$ cat config.mk
export PLATFORM = sky130hd
export DESIGN_NAME = handshake_fifo
export DESIGN_NICKNAME = d
export VERILOG_FILES = /design/src/rtl/handshake_fifo.sv
export SDC_FILE = /design/constraint.sdc
export NUM_CORES = 1
export LEC_CHECK = 0
export BUFFER_PORTS_ARGS = -buffer_cell sky130_fd_sc_hd__buf_2
export CORE_MARGIN = 2
export CORE_UTILIZATION = 53
export DETAILED_ROUTE_END_ITERATION = 10
export PLACE_DENSITY = 0.74
export SYNTH_ARGS = -nofsm -noshare
export SYNTH_HDL_FRONTEND = slang
export SYNTH_SLANG_ARGS = --single-unit
$ cat constraint.sdc
create_clock -name clk -period 3.08 [get_ports clk]
set_input_delay 0.616 -clock clk [delete_from_list [all_inputs] [get_ports clk]]
set_output_delay 0.616 -clock clk [all_outputs]
set_load 0.01 [all_outputs]
$ cat src/rtl/handshake_fifo.sv
// handshake_fifo
//   Single-clock valid/ready FIFO with one cycle of latency, synchronous
//   flush and an occupancy-based almost_full flag.
//
// Parameters
//   WORD_WIDTH  data width in bits (>= 1)
//   DEPTH       number of entries, power of two, >= 2
//   AF_LEVEL    almost_full asserts when count >= AF_LEVEL (1..DEPTH)
//
// Ports
//   clk          rising-edge clock
//   rst_n        asynchronous active-low reset; clears pointers, count, storage
//   up_valid     upstream word offered
//   up_data      upstream word
//   up_ready     FIFO can accept a word this cycle (not full, no flush)
//   down_valid   head word presented (not empty, no flush)
//   down_data    head word, read straight from storage
//   down_ready   downstream accepts the head word
//   flush        synchronous discard of all entries; wins over push/pop
//   count        current occupancy, 0..DEPTH
//   almost_full  count >= AF_LEVEL
module handshake_fifo #(
  parameter int WORD_WIDTH = 32,
  parameter int DEPTH      = 4,
  parameter int AF_LEVEL   = DEPTH - 1
) (
  input  logic                         clk,
  input  logic                         rst_n,
  input  logic                         up_valid,
  input  logic [WORD_WIDTH-1:0]        up_data,
  output logic                         up_ready,
  output logic                         down_valid,
  output logic [WORD_WIDTH-1:0]        down_data,
  input  logic                         down_ready,
  input  logic                         flush,
  output logic [$clog2(DEPTH+1)-1:0]   count,
  output logic                         almost_full
);

  localparam int PW = $clog2(DEPTH);
  localparam int CW = $clog2(DEPTH + 1);
  localparam logic [CW-1:0] FULL_COUNT = CW'(DEPTH);
  localparam logic [CW-1:0] AF_COUNT   = CW'(AF_LEVEL);

  logic [WORD_WIDTH-1:0] mem [DEPTH];
  logic [PW-1:0]         wr_ptr;
  logic [PW-1:0]         rd_ptr;
  logic [CW-1:0]         occ;
  logic                  push;
  logic                  pop;

  // up_ready depends only on occupancy and flush, so a full FIFO refuses a
  // push even when the head is being popped in the same cycle. Gating both
  // handshakes with ~flush is what makes flush win over push and pop.
  assign up_ready    = (occ != FULL_COUNT) & ~flush;
  assign down_valid  = (occ != '0) & ~flush;
  assign down_data   = mem[rd_ptr];
  assign count       = occ;
  assign almost_full = (occ >= AF_COUNT);

  assign push = up_valid & up_ready;
  assign pop  = down_valid & down_ready;

  // Storage is cleared only by reset; flush leaves stale words in place
  // since the pointers and count make them unreachable.
  always_ff @(posedge clk or negedge rst_n) begin
    if (!rst_n) begin
      for (int i = 0; i < DEPTH; i++) begin
        mem[i] <= '0;
      end
    end else if (push) begin
      mem[wr_ptr] <= up_data;
    end
  end

  // DEPTH is a power of two, so pointers wrap naturally at their width.
  always_ff @(posedge clk or negedge rst_n) begin
    if (!rst_n) begin
      wr_ptr <= '0;
      rd_ptr <= '0;
    end else if (flush) begin
      wr_ptr <= '0;
      rd_ptr <= '0;
    end else begin
      if (push) begin
        wr_ptr <= wr_ptr + PW'(1);
      end
      if (pop) begin
        rd_ptr <= rd_ptr + PW'(1);
      end
    end
  end

  // Occupancy: simultaneous push and pop leaves it unchanged. The ready and
  // valid gating keeps it within 0..DEPTH without extra saturation logic.
  always_ff @(posedge clk or negedge rst_n) begin
    if (!rst_n) begin
      occ <= '0;
    end else if (flush) begin
      occ <= '0;
    end else if (push && !pop) begin
      occ <= occ + CW'(1);
    end else if (pop && !push) begin
      occ <= occ - CW'(1);
    end
  end

endmodule

Yosys cells after proc, flatten, opt, wreduce, memory -nomap -nowiden --
Cells that the tools add are included.
Operators by class: add/subtract/negate cells 4, bitwise logic cells 7, reduce and logical (&&, ||, !) cells 9, $lt $le $gt $ge 4, muxes and demuxes 13, equal/unequal tests 1
Operators by type and width (count):
- 128-bit bitwise mux | 1
- 32-bit 2-to-1 mux | 3
- 32-bit binary-select mux with 2-bit select | 1
- 32-bit demux with 2-bit select | 1
- 3-bit 2-to-1 mux | 3
- 2-bit 2-to-1 mux | 4
- 3-bit greater-or-equal comparator, second input constant | 2
- 2-bit NOT with 3-bit output | 2
- 3-bit nonzero test | 2
- 2-bit by 1-bit adder with 2-bit output, second input constant | 2
- 1-bit bitwise AND | 4
- 2-bit nonzero test | 2
- 3-bit by 1-bit adder with 3-bit output, second input constant | 1
- 3-bit by 2-bit greater-or-equal comparator with 1-bit output, second input constant | 1
- 1-bit logical AND | 3
- 3-bit by 1-bit < comparator with 1-bit output, second input constant | 1
- 3-bit != test, second input constant | 1
- 3-bit by 1-bit subtractor with 3-bit output, second input constant | 1
- 1-bit zero test | 2
- 1-bit NOT | 1
Storage, ports and cells: register bits 135

Depth between registers and ports, before layout --
depth in word-level cells 8, gate-level depth with buffers 7

Worst setup path after synthesis --
No wires, ideal clock.
kind input-to-reg, start in down_ready, end reg occ[2], in the netlist count[2], buffers on the path 1, path slack 0.859 ns, arrival 2.081 ns, cell stages on the path 7, path through clkbuf_1 o21ai_0 and3_1 fa_1 and3b_1 a311oi_1 a211oi_1
On the way: cells in the longest elaborated chain, start to end 5, elaborated cells between the ends (all ways) 7
RTL lines:
- start, declared | RTL line 34 | input logic down_ready,
- 1-bit bitwise AND (*) | RTL line 62 | assign pop = down_valid & down_ready;
- 1-bit zero test | RTL line 101 | end else if (push && !pop) begin
- 1-bit logical AND | RTL line 101
- 3-bit 2-to-1 mux | RTL line 101
- 3-bit 2-to-1 mux | RTL line 99 | end else if (flush) begin
- end signal, assigned | RTL line 102 | occ <= occ + CW'(1);
- end signal, assigned | RTL line 104 | occ <= occ - CW'(1);
- end, declared | RTL line 48 | logic [CW-1:0] occ;
Mark *: on every way between the ends. The rest lies on a longest branch, timed or not. A chain may end at the register's enable or synchronous reset.

Worst setup path after layout --
start reg rd_ptr[0], end out down_data[31]
On the way: cells in the longest elaborated chain, start to end 4
RTL lines:
- start, declared | RTL line 47 | logic [PW-1:0] rd_ptr;
- start signal, assigned | RTL line 89 | rd_ptr <= rd_ptr + PW'(1);
- 2-bit NOT with 3-bit output (not written as such) | RTL line 57 | assign down_data = mem[rd_ptr];
- 32-bit binary-select mux with 2-bit select | RTL line 57
- 32-bit 2-to-1 mux (not written as such) (2 in a row) | RTL line 57
- end, declared | RTL line 33 | output logic [WORD_WIDTH-1:0] down_data,
No other way between the ends. The select of a mux whose other input is x is not followed.

==> results_tabular.tex <==
\begin{tabular}{lr}
\hline
Metric & Value \\
\hline
\multicolumn{2}{l}{\textbf{Detailed routing}} \\
Drc violations & 0 \\
TritonRoute pass-1 iters & 4 \\
Residual antenna-violating net count after detailed routing & 0 \\
Detailed-route vias per instance & around 5.7 \\
Iteration-0 DRC Markers & about 210 \\
Average wire per cell in the routed design & 19.8 um \\
Vias & between 3000 and 4000 \\
Drt total wl & between 10 and 15 mm \\
\multicolumn{2}{l}{\textbf{Yosys}} \\
Synthesized area divided by synthesized cell count & about 16 um\^{}2 \\
Yosys warning total & 0 \\
Number of instances in the synthesized netlist & between 300 and 400 \\
Flip-flop and latch count after synthesis & between 100 and 150 \\
Cell types with the largest area share after synthesis & dfrtp\_1, mux2\_2, mux4\_2, mux2\_4, buf\_4 \\
Synth Net Count & 421 \\
Number of distinct library cells after synthesis & 37 \\
Library cell with the largest summed area after synthesis & dfrtp\_1 \\
Fraction of the yosys area taken by sequential cells & between 50\% and 60\% \\
Synth top area share & $\sim$54\% \\
Post-Synthesis Cell Area & slightly above 6000 um\^{}2 \\
\multicolumn{2}{l}{\textbf{Finish}} \\
Share of layout cells above drive strength 1 & around three fifths \\
Area growth, synth to finish & 17.8\% \\
Post-route non-filler standard cell count & about 600 \\
Fillers & 840 \\
Antenna diodes & 0 \\
Nets & between 400 and 500 \\
\multicolumn{2}{l}{\textbf{Floorplanning}} \\
Num rows & 39 \\
Height of the die & between 100 and 150 um \\
Initial Util & a little over half \\
Core area & roughly 11000 um\^{}2 \\
Area of the die & 12600 um\^{}2 \\
Num ports & 75 \\
Overall die width & between 100 and 150 um \\
\multicolumn{2}{l}{\textbf{STA}} \\
Clock Skews & just over 9 ps \\
Total Neg Setup Slack & 0 ps \\
Worst slew margin relative to its limit & 55.6\% \\
Count of pins over their slew limit & 0 \\
Final-report hold violation count & 0 \\
Tightest Pin Transition & roughly 670 ps \\
Minimum clock period & approximately 2600 ps \\
Peak clock frequency supported by timing & 0.383 GHz \\
Worst Setup Slack, final & 469 ps \\
Count of final setup violators & 0 \\
Final worst-path cycle share & a little over four fifths \\
Setup repair after global routing missed its margin & false \\
\multicolumn{2}{l}{\textbf{Global routing}} \\
Overflow left after global routing & 0 \\
GRT Util Overall & 21.2\% \\
Number of antenna violations at the first check in global routing & 1 \\
Number of global-route vias before repair & approximately 3900 \\
Pin count of the biggest net entering global routing & 52 \\
Wire length of the first global-routing pass & between 20 and 25 mm \\
\multicolumn{2}{l}{\textbf{CTS}} \\
CTS tree & yes \\
Latest clock arrival within the worst-skew pair & 410 ps \\
\# H-tree levels & 4 \\
Resized Gates After CTS & 0 \\
Post-CTS Setup Repair Bufs & 0 \\
\# clock sinks & 135 \\
Maximum clock insertion buffer count & 2 \\
Number of buffers added by the clock tree synthesis step & 17 \\
Worst-path clk slew & $\sim$60 ps \\
Root cell of the clock tree & clkbuf\_16 \\
Count of hold-fix buffers inserted at cts & 0 \\
\multicolumn{2}{l}{\textbf{Worst setup path}} \\
Startpoint kind of the worst setup timing path & flip-flop \\
Type of destination of the critical path & primary output \\
Flop2flop setup slack & between 600 and 700 ps \\
Largest delay contributor family on the critical path & flip-flops \\
Endpoint required time on the critical path & $\sim$2500 ps \\
Arrival time at the worst endpoint & approximately 2000 ps \\
Origin of the critical flop-to-flop path & count[1] \\
Maximum net fanout on the critical path & 18 \\
Depth of the worst register-to-register path & 6 \\
Critical path's slowest cell & dfrtp\_2 \\
Destination of the worst register-to-register timing path & count[2] \\
Crit Path Class & reg2out \\
Peak per-stage delay on the critical path & roughly 620 ps \\
Number of buffer and inverter instances along the worst setup path & 2 \\
Worst-path cell chain & buf\_12 > mux4\_2 > buf\_2 \\
\multicolumn{2}{l}{\textbf{Power}} \\
Ratio of total power to cell area & 960 nW/um\^{}2 \\
Max rail drop VDD & between 0.5 and 0.6 mV \\
Leakage power & around 3.4 nW \\
\multicolumn{2}{l}{\textbf{Job}} \\
Reported max-cap violation count & 0 \\
\multicolumn{2}{l}{\textbf{Place}} \\
Number of buffer cells added on primary ports & 74 \\
Detail Placement HPWL & roughly 7.7 mm \\
Inst Count DP & 579 \\
Global placer's final weighted congestion & roughly 0.75 \\
Worst Setup Slack post-DPL & approximately 570 ps \\
\multicolumn{2}{l}{\textbf{Hold path}} \\
Tightest Hold Check Type & in2async \\
\multicolumn{2}{l}{\textbf{Outcome}} \\
Outcome & complete, no violations \\
\hline
\end{tabular}
==> sequential cells by signal (all words and copies together) (netlist names) <==
register and cells:
mem 128, count 3, rd_ptr 2, wr_ptr 2
==> cell usage after synthesis <==
master	instances
dfrtp_1	135
o21a_1	1
a211oi_1	1
or3b_1	1
and3_1	1
o41ai_1	1
o21ai_0	4
xor2_1	2
mux2_2	98
nor2_1	7
o311ai_0	2
a2111oi_0	1
and3_4	1
mux4_2	32
o211a_1	1
a31o_2	1
a311oi_1	1
xnor2_1	1
nor3_1	1
mux2_4	30
buf_4	9
nor2b_1	1
a21oi_1	2
ha_1	4
o31ai_1	1
nand3_1	6
nor3b_1	1
a21o_1	2
nand3b_1	1
inv_1	7
clkbuf_1	10
and3b_1	1
buf_6	4
nand2_1	1
fa_1	1
a32o_1	1
buf_2	5
==> layout by cell type (no fill, tap or decap), types with 2 or more instances in the layout <==
master     synthesis  layout
dfrtp_1          135     133
clkbuf_1          10       4
xor2_1             2       2
mux2_4            30      30
clkinv_2           0       5
buf_2              5      73
clkbuf_8           0       2
nand3_1            6       3
mux4_2            32      32
clkbuf_16          0      17
nor2_1             7       7
buf_12             0       3
inv_1              7       7
bufinv_16          0       3
o311ai_0           2       2
dfrtp_2            0       2
a21oi_1            2       2
o21ai_0            4       4
ha_1               4       4
buf_4              9       9
a21o_1             2       2
nand3_2            0       3
mux2_2            98      98
==> per-layer routing <==
metal / GRT usage [%] / share of wire, % / wire (um)
met5: 0 / 0 / 0
met4: 6.42 / 1.3 / 162
met3: 6.21 / 4.7 / 564
met2: 33.5 / 49 / 5910
met1: 28.8 / 45 / 5440
==> worst max-delay path by stage <==
| stage | endpoint | startpoint | slack (ps) | cells past startpoint |
|---|---|---|---|---|
| after detailed placement | count[1] | up_valid | 570 | 6 |
| after global placement | count[1] | up_valid | 630 | 6 |
| after floorplan | count[2] | down_ready | 860 | 7 |
| final | down_data[31] | rd_ptr[0] | 470 | 3 |
| after CTS | down_data[23] | rd_ptr[0] | 400 | 3 |
| after global routing | down_data[31] | rd_ptr[0] | 340 | 3 |
==> power by group <==
part	internal [W]	total (W)	leakage, nW	switching (W)
combinational	0.00133	0.00214	1.37	0.000807
clock	0.00131	0.00202	0.295	0.000706
sequential	0.00245	0.00287	1.70	0.000419
total	0.00509	0.00703	3.37	0.00193
==> layout make-up <==
type | instances | area (um^2) | area share [%]
Sequential cell | 135 | 3380 | 46.2
Multi-Input combinational cell | 209 | 2650 | 36.2
Timing Repair Buffer | 85 | 493 | 6.74
Clock buffer | 23 | 468 | 6.39
Tap cell | 143 | 179 | 2.44
Clock inverter | 9 | 124 | 1.69
Inverter | 7 | 26.3 | 0.359
==> cells by family after synthesis <==
| kind of cell | after synthesis | synth area share [%] |
|---|---|---|
| DFF | 135 | 54.4 |
| adders and majority gates | 5 | 1.13 |
| buffers and inverters | 35 | 3.24 |
| muxes | 160 | 36.6 |
| AOI/OAI and AO/OA | 19 | 2.26 |
| xor gates and xnor gates | 3 | 0.423 |
| and+or+nand+nor | 22 | 1.95 |
==> metrics by stage <==
stage,instance area (um^2),hold WS (ps),util [%],power (W)
detailed placement,6730,489,58.9,0.00505
CTS,7320,249,64.1,0.00711
floorplan,6210,320,-,0.00434
finish,7320,245,64.1,0.00703
global route,7320,285,64.1,0.00743
global placement,6730,482,58.9,0.00494
Note: power is estimated with default switching activity, not from simulation.
